--- config.mk ---
export PLATFORM = sky130hd
export DESIGN_NAME = reorder_buffer
export DESIGN_NICKNAME = d
export VERILOG_FILES = /design/src/rtl/reorder_buffer.sv
export SDC_FILE = /design/constraint.sdc
export NUM_CORES = 1
export LEC_CHECK = 0
export ABC_AREA = 1
export CELL_PAD_IN_SITES_DETAIL_PLACEMENT = 1
export CELL_PAD_IN_SITES_GLOBAL_PLACEMENT = 2
export CORE_ASPECT_RATIO = 0.8
export CORE_UTILIZATION = 40
export DETAILED_ROUTE_END_ITERATION = 10
export PLACE_DENSITY_LB_ADDON = 0.3
export SLEW_MARGIN = 20
export SYNTH_ARGS = -nofsm -noshare
export SYNTH_HDL_FRONTEND = slang
export SYNTH_SLANG_ARGS = --single-unit
--- constraint.sdc ---
create_clock -name clk -period 9.07 [get_ports clk]
set_clock_uncertainty 0.2 [all_clocks]
set_input_delay 2.2675 -clock clk [delete_from_list [all_inputs] [get_ports clk]]
set_output_delay 2.2675 -clock clk [all_outputs]
set_load 0.1 [all_outputs]
--- src/rtl/reorder_buffer.sv ---
// rtl/reorder_buffer.sv - in-order retirement ROB; define ROB_STATS_EN for commit/flush counters
module reorder_buffer #(
  parameter int DEPTH  = 16,
  parameter int TAG_W  = 4,
  parameter int PREG_W = 7,
  parameter int PC_W   = 32
) (
  input  logic              clk,
  input  logic              reset,
  input  logic              alloc_valid,
  output logic              alloc_ready,
  input  logic [TAG_W-1:0]  alloc_tag,
  input  logic [PC_W-1:0]   alloc_pc,
  input  logic [PREG_W-1:0] alloc_pd_new,
  input  logic [PREG_W-1:0] alloc_pd_old,
  input  logic              alloc_is_br,
  input  logic              cmpl_valid,
  input  logic [TAG_W-1:0]  cmpl_tag,
  input  logic              cmpl_mispredict,
  output logic              free_en,
  output logic [PREG_W-1:0] free_preg,
  output logic              mispredict,
  output logic [4:0]        mispredict_tag,
  output logic              hit,
  output logic [TAG_W-1:0]  hit_tag,
  output logic              commit_valid,
  output logic [PC_W-1:0]   commit_pc,
`ifdef ROB_STATS_EN
  output logic [31:0]       stat_commits,
  output logic [15:0]       stat_flushes,
`endif
  output logic              tag_err
);

  localparam logic [TAG_W:0] FULL_CNT = (TAG_W + 1)'(DEPTH);

  // Entry control bits (reset) and payload (no reset, only read while valid)
  logic [DEPTH-1:0]  valid_q, valid_d;
  logic [DEPTH-1:0]  done_q, done_d;
  logic [DEPTH-1:0]  is_br_q;
  logic [PC_W-1:0]   pc_q     [DEPTH];
  logic [PREG_W-1:0] pd_new_q [DEPTH];
  logic [PREG_W-1:0] pd_old_q [DEPTH];

  logic [TAG_W-1:0]  head_q, head_d;
  logic [TAG_W-1:0]  tail_q, tail_d;
  logic [TAG_W:0]    count_q, count_d;

  // Registered output pulses
  logic              free_en_q;
  logic [PREG_W-1:0] free_preg_q;
  logic              mispredict_q;
  logic [4:0]        mispredict_tag_q;
  logic              hit_q;
  logic [TAG_W-1:0]  hit_tag_q;
  logic              commit_valid_q;
  logic [PC_W-1:0]   commit_pc_q;
  logic              tag_err_q;

  logic              cmpl_hit;
  logic              flush_pending;
  logic              br_hit;
  logic              commit_fire;
  logic              alloc_fire;
  logic [TAG_W-1:0]  br_rel;

  // A completion only counts on a live entry that has not finished yet
  assign cmpl_hit      = cmpl_valid && valid_q[cmpl_tag] && !done_q[cmpl_tag];
  assign flush_pending = cmpl_hit && is_br_q[cmpl_tag] && cmpl_mispredict;
  assign br_hit        = cmpl_hit && is_br_q[cmpl_tag] && !cmpl_mispredict;
  assign commit_fire   = valid_q[head_q] && done_q[head_q];
  assign alloc_ready   = (count_q != FULL_CNT) && !mispredict_q && !flush_pending;
  assign alloc_fire    = alloc_valid && alloc_ready;
  // Age of the resolving branch measured from the oldest entry
  assign br_rel        = cmpl_tag - head_q;

  // Next-state for entry flags and pointers: commit, completion, flush, then allocation
  always_comb begin
    valid_d = valid_q;
    done_d  = done_q;
    head_d  = head_q;
    tail_d  = tail_q;
    count_d = count_q + {{TAG_W{1'b0}}, alloc_fire} - {{TAG_W{1'b0}}, commit_fire};
    if (commit_fire) begin
      valid_d[head_q] = 1'b0;
      head_d          = head_q + 1'b1;
    end
    if (cmpl_hit) begin
      done_d[cmpl_tag] = 1'b1;
    end
    if (flush_pending) begin
      // Everything strictly younger than the branch (head-relative age) is discarded
      for (int i = 0; i < DEPTH; i++) begin
        if ((TAG_W'(i) - head_q) > br_rel) begin
          valid_d[i] = 1'b0;
        end
      end
      tail_d  = cmpl_tag + 1'b1;
      count_d = {1'b0, br_rel} + 1'b1 - {{TAG_W{1'b0}}, commit_fire};
    end
    if (alloc_fire) begin
      valid_d[alloc_tag] = 1'b1;
      done_d[alloc_tag]  = 1'b0;
      tail_d             = alloc_tag + 1'b1;
    end
  end

  // Control state and registered outputs, cleared asynchronously
  always_ff @(posedge clk or posedge reset) begin
    if (reset) begin
      valid_q          <= '0;
      done_q           <= '0;
      head_q           <= '0;
      tail_q           <= '0;
      count_q          <= '0;
      free_en_q        <= 1'b0;
      free_preg_q      <= '0;
      mispredict_q     <= 1'b0;
      mispredict_tag_q <= '0;
      hit_q            <= 1'b0;
      hit_tag_q        <= '0;
      commit_valid_q   <= 1'b0;
      commit_pc_q      <= '0;
      tag_err_q        <= 1'b0;
    end else begin
      valid_q          <= valid_d;
      done_q           <= done_d;
      head_q           <= head_d;
      tail_q           <= tail_d;
      count_q          <= count_d;
      commit_valid_q   <= commit_fire;
      commit_pc_q      <= commit_fire ? pc_q[head_q] : '0;
      free_en_q        <= commit_fire && (pd_new_q[head_q] != '0);
      free_preg_q      <= commit_fire ? pd_old_q[head_q] : '0;
      hit_q            <= br_hit;
      hit_tag_q        <= br_hit ? cmpl_tag : '0;
      mispredict_q     <= flush_pending;
      mispredict_tag_q <= flush_pending ? 5'({1'b0, cmpl_tag}) : '0;
      if (alloc_fire && (alloc_tag != tail_q)) begin
        tag_err_q <= 1'b1;
      end
    end
  end

  // Payload capture on allocation
  always_ff @(posedge clk) begin
    if (alloc_fire) begin
      is_br_q[alloc_tag]  <= alloc_is_br;
      pc_q[alloc_tag]     <= alloc_pc;
      pd_new_q[alloc_tag] <= alloc_pd_new;
      pd_old_q[alloc_tag] <= alloc_pd_old;
    end
  end

  assign free_en        = free_en_q;
  assign free_preg      = free_preg_q;
  assign mispredict     = mispredict_q;
  assign mispredict_tag = mispredict_tag_q;
  assign hit            = hit_q;
  assign hit_tag        = hit_tag_q;
  assign commit_valid   = commit_valid_q;
  assign commit_pc      = commit_pc_q;
  assign tag_err        = tag_err_q;

`ifdef ROB_STATS_EN
  logic [31:0] stat_commits_q;
  logic [15:0] stat_flushes_q;

  // Saturating event counters
  always_ff @(posedge clk or posedge reset) begin
    if (reset) begin
      stat_commits_q <= '0;
      stat_flushes_q <= '0;
    end else begin
      if (commit_fire && (stat_commits_q != '1)) begin
        stat_commits_q <= stat_commits_q + 1'b1;
      end
      if (flush_pending && (stat_flushes_q != '1)) begin
        stat_flushes_q <= stat_flushes_q + 1'b1;
      end
    end
  end

  assign stat_commits = stat_commits_q;
  assign stat_flushes = stat_flushes_q;
`endif

endmodule

Yosys cells after proc, flatten, opt, wreduce, memory -nomap -nowiden
Memories as Yosys holds them, arrays and structs flattened.
Index checks and enable logic that the tools add are counted.
{ "word_totals": {"ff_bits": 113, "mem_bits_rw": 736, "inputBits": 60, "out_inout_bits": 54, "word_cells": 139, "memories": 3} }
{ "classes": {"n_addsub": 24, "order_cmp": 22, "n_eq_ne": 2, "muxes": 47, "bitwise_logic": 6, "reduce_logical": 20} }
{ "memory_table": {"columns": ["memory", "depth", "word_bits", "rd", "rd_clocked_by_memory_dff", "wr", "line", "source"], "rows": [
  ["pc_q", 16, 32, 1, 0, 1, "41", "logic [PC_W-1:0] pc_q [DEPTH];"],
  ["pd_new_q", 16, 7, 1, 0, 1, "42", "logic [PREG_W-1:0] pd_new_q [DEPTH];"],
  ["pd_old_q", 16, 7, 1, 0, 1, "43", "logic [PREG_W-1:0] pd_old_q [DEPTH];"]
]} }
{ "op_table": {"columns": ["op", "count"], "rows": [
  ["$mux W16", 5],
  ["$gt A4 B4 Y1", 16],
  ["$and A16 B16 Y16", 2],
  ["$mux W32", 1],
  ["$not A16 Y16", 2],
  ["$or A16 B16 Y16", 2],
  ["$sub A4 B4 Y4 const A", 8],
  ["$mux W1", 26],
  ["$bmux W1 S4", 5],
  ["$bwmux W16", 1],
  ["$mux W4", 4],
  ["$sub A3 B4 Y4 const A", 4],
  ["$lt A4 B5 Y1 const B", 3],
  ["$logic_and A1 B1 Y1", 14],
  ["$add A4 B1 Y4 const B", 3],
  ["$demux W1 S4", 3],
  ["$ge A4 B1 Y1 const B", 3],
  ["$sub A5 B1 Y5", 2],
  ["$sub A1 B4 Y4 const A", 2],
  ["$sub A2 B4 Y4 const A", 2],
  ["$mux W7", 1],
  ["$reduce_bool A7 Y1", 1],
  ["$add A4 B1 Y5 const B", 1],
  ["$add A5 B1 Y5", 1],
  ["other kinds (6)", 9]
]} }

Logic depth before layout (Yosys ltp)
{ "depth": {"word_depth": 12, "ltp_mapped": 24, "depth_no_buf": 22} }

Worst setup path after synthesis
Ideal clock, no wire load.
{ "synth_timing": {"path_type": "input port to output port", "startpoint": "in cmpl_tag[1]", "endpoint": "out alloc_ready", "t_arrival_ns": 4.074, "t_required_ns": 6.602, "setup_slack_ns": 2.529, "stages": 13, "n_path_buf": 4, "cell_sequence": "buf_4 > inv_2 > buf_2 > nand2_1 > nand2_1 > nand2_1 > nand3_1 > nor2_2 > nand4_2 > buf_2 > buf_2 > nand2_1 > inv_1"} }
{ "synth_via": {"elab_chain_cells": 8, "elab_cells_between_ends": 13, "cone_classes": "mux (6); reduce/logical (7)"} }
{ "synth_rtl": {"columns": ["element", "line", "source"], "rows": [
  ["from (decl)", "18", "input logic [TAG_W-1:0] cmpl_tag,"],
  ["$bmux W1 S4", "68", "assign cmpl_hit = cmpl_valid && valid_q[cmpl_tag] && !done_q[cmpl_tag];"],
  ["$mux W1 (not written as such)", "68", null],
  ["$logic_and A1 B1 Y1 or $logic_not A1 Y1 (tied branches)", "68", null],
  ["$logic_and A1 B1 Y1", "68", null],
  ["$logic_and A1 B1 Y1 * (2 in a row)", "69", "assign flush_pending = cmpl_hit && is_br_q[cmpl_tag] && cmpl_mispredict;"],
  ["$logic_not A1 Y1 *", "72", "assign alloc_ready = (count_q != FULL_CNT) && !mispredict_q && !flush_pending;"],
  ["$logic_and A1 B1 Y1 *", "72", null],
  ["to (decl)", "11", "output logic alloc_ready,"]
]} }
Mark *: on every way between the ends. The rest lies on a longest branch, timed or not. The select of a mux whose other input is x is not followed.

Worst setup path in the final report
{ "layout_timing": {"startpoint": "in cmpl_tag[0]", "endpoint": "out alloc_ready"} }
Same word-level chain as after synthesis.

==> impl_metrics.tcl <==
set metrics [dict create \
    outcome "finished with violations" \
    failed_checks "design-rule violations" \
    grt_util_all_layers 0.234 \
    synthesized_cell_area_um2 34300 \
    final.setup.tns_ns 0 \
    port-buffer-count 112 \
    finish.utilization 0.466 \
    timing.final.crit_share 0.792 \
    cts_tree "yes" \
    regArea_um2 25000 \
    chipHeight_um 264 \
    drt_pre_antenna_iters 8 \
    final_power_mw 13.3 \
    worstPathRequired_ns 6.60 \
    detail-route-antenna-nets 0 \
    finalWorstSetupSlack_ns 1.89 \
    critPathCaptureType "output pin" \
    cts-root-to-sink-buffers 3 \
    cts-buffers-inserted 87 \
    layout-area-overhead-vs-synth_pct 14.7 \
    floorplan.die.width_um 329 \
    comb_power_share 0.375 \
    post_cts.repair.setup_buffers 0 \
    fill_cells 8627 \
    multiInputGateArea_um2 8100 \
    grt_first_pass_wirelength_um 151000 \
    max_freq_mhz 139 \
    slew_headroom 0.256 \
    clock_power_share 0.268 \
    io_pins 114 \
    number_of_global_route_vias_before_repair 22900 \
    share_seq_of_total_power 0.357 \
    dominantRegCellSynth "edfxtp_1" \
    cts_hold_buf 0 \
    post_synth.cell_area_avg_um2 12.8 \
    clock_tree.htree_level_count 3 \
    design.die.area_um2 86900 \
    yosys_warnings 0 \
    clock-sinks 849 \
    clkTransAtPathRegs_ns 0.06 \
    drc_errors 14 \
    worstPathArrival_ns 4.71 \
    vdd_ir_drop_max_v 0.000217 \
    yosysSeqAreaShare 0.730 \
    avgRoutedWirePerCell_um 25.9 \
    grt_antenna_before_repair 4 \
    via_count 22300 \
    setup_violations 0 \
    post_cts_resized 0 \
    initial_core_util 0.406 \
    switching_portion_of_total_power 0.405 \
    timing_hold_violations_final 0 \
    total_power_density_per_cell_area_nw_per_um2 337 \
    finalMaxSlewViolations 0 \
    crit_fanout 16 \
    finalWeightedCongestion 0.967 \
    place_hpwl_um 58900 \
    post_route_cells_drive_above_1_share 0.0728 \
    clockRootBuffer "clkbuf_16" \
    grt_start_max_net_pins 164 \
    net_switching_power_mw 5.36 \
    async_reset_ff_frac 0.114 \
    period_needed_ns 7.18 \
    placement_rows 95 \
    power.internal_mw 7.89 \
    max_slew.worst_pin.slew_ns 1.11 \
    rsz0062_at_grt "no" \
    placement.setup.worst_slack_ns 1.80 \
    timing.hold.worst.class "reg -> reg" \
    viasPerCell 5.64 \
    route.final.wire_length_um 102000 \
    critical_path_class "in -> out" \
    leakagePower_nw 14.1 \
    netlist-cell-type-count 46 \
    syn_nets 2793 \
    synth_edf_count 752 \
    yosys_register_bits 849 \
    insertion_delay_ns 0.65 \
    design.core.area_um2 84400 \
    drtIter0Drc 1974 \
    worstSetupStartpointType "input pin" \
    max_cap_violations 0 \
    post_synth_inst_count 2674 \
    final_net_count 2880 \
    grt_overflow 0 \
]
==> power by group through the flow <==
stage	Combinational (mW)	Sequential [mW]	Clock (mW)
floorplan	2.79	5.18	0
CTS	4.97	4.72	3.62
finish	4.97	4.73	3.56
detailed placement	4.94	4.80	0
global placement	4.77	4.80	0
global route	5.39	4.75	3.75
==> kinds of logic after synthesis <==
| group | Yosys count | share of synthesized area |
|---|---|---|
| DFF | 849 | 0.730 |
| and+or+nand+nor | 811 | 0.0946 |
| AOI/OAI and AO/OA | 641 | 0.114 |
| buffers and inverters | 293 | 0.0338 |
| adders and majority gates | 59 | 0.0222 |
| xor gates and xnor gates | 19 | 0.00486 |
| other | 1 | 0.000109 |
| muxes | 1 | 0.000329 |
==> final timing paths <==
check / start / end / slack, ns / cells past startpoint
worst max-delay path: cmpl_tag[0] / alloc_ready / 1.89 / 12
worst max register to register: head_q[1] / count_q[4] / 3.78 / 19
max in group asynchronous: reset / head_q[1] / 5.28 / 3
worst min-delay path: tag_err / tag_err / 0.27 / 1
min in group asynchronous: reset / done_q[0] / 1.99 / 2
worst min register to register: tag_err / tag_err / 0.27 / 1
==> synthesized netlist by cell type, drive strengths merged, types with 5 or more instances <==
| library cell | n | area [µm²] |
|---|---|---|
| xor2 | 12 | 105 |
| nand3 | 37 | 190 |
| o22ai | 14 | 87.6 |
| a221oi | 47 | 412 |
| o211ai | 6 | 45.0 |
| dfrtp | 97 | 2430 |
| buf | 53 | 256 |
| ha | 56 | 701 |
| a211oi | 70 | 526 |
| nor2 | 59 | 226 |
| a32oi | 39 | 342 |
| o21ai | 103 | 516 |
| a31oi | 9 | 56.3 |
| inv | 132 | 495 |
| a22oi | 39 | 293 |
| a21oi | 296 | 1480 |
| nor4 | 29 | 181 |
| clkbuf | 105 | 394 |
| nand4 | 7 | 50.1 |
| a221o | 5 | 50.1 |
| xnor2 | 7 | 61.3 |
| nor3 | 17 | 95.1 |
| edfxtp | 752 | 22600 |
| nand2 | 658 | 2470 |
==> worst max-delay path, cell delays in order <==
cell and delay [ns]:
clkdlybuf4s50_1 0.85, buf_4 0.34, nor2_1 0.14, a21oi_1 0.16, nand2_1 0.07, nand2_1 0.08, nand2_1 0.06, nor2_2 0.15
nand4_2 0.15, nand2_1 0.12, inv_1 0.05, buf_4 0.23
==> layout make-up <==
| class | instances | area share |
|---|---|---|
| flip-flops and latches | 849 | 0.636 |
| repair buffers | 156 | 0.0378 |
| clock buffers | 106 | 0.0585 |
| clock inverters | 51 | 0.0122 |
| inverters | 135 | 0.0133 |
| diodes | 1 | 0.0000637 |
| well taps | 1115 | 0.0355 |
| multi-input cells | 1532 | 0.206 |
==> placed cells by master (no fill, tap or decap), drive strengths merged, types with 3 or more instances in the layout <==
cell type,count
nand4,7
inv,137
o22ai,14
xnor2,7
buf,45
fa,3
nor3,17
a221o,5
edfxtp,752
a32oi,39
o21ai,103
nor2,59
o21a,3
a211oi,70
dfrtp,97
nand3,37
nor4,29
clkinv,38
nand2,658
a21oi,296
a22oi,39
a31oi,9
clkbuf,106
xor2,12
ha,56
clkdlybuf4s50,111
o211ai,6
clkinvlp,3
bufinv,8
or2,4
a221oi,47
==> per-layer routing <==
metal	global-route usage	vias up	part of all wire
met4	0.0517	0	0.019
li1	-	9957	-
met1	0.340	11500	0.46
met5	0	-	0
met3	0.0472	128	0.061
met2	0.363	650	0.46
==> metrics by stage <==
step / instance area (µm²) / std cells / hold slack (ns)
after floorplan: 34300 / 2674 / 0.273
after global placement: 36500 / 3787 / 0.254
after detailed placement: 36500 / 3787 / 0.262
after CTS: 39300 / 3944 / 0.276
after global routing: 39300 / 3944 / 0.302
final: 39300 / 3945 / 0.274
==> flip-flops by register name, summed over array words and instances, names as in the netlist <==
signal	flops
free_preg	7
tail_q	4
hit	1
is_br_q	16
commit_valid	1
pd_new_q	112
pc_q	512
head_q	4
mispredict_tag	4
pd_old_q	112
count_q	5
free_en	1
done_q	16
mispredict	1
tag_err	1
commit_pc	32
hit_tag	4
valid_q	16
Note: power is estimated with default switching activity, not from simulation.
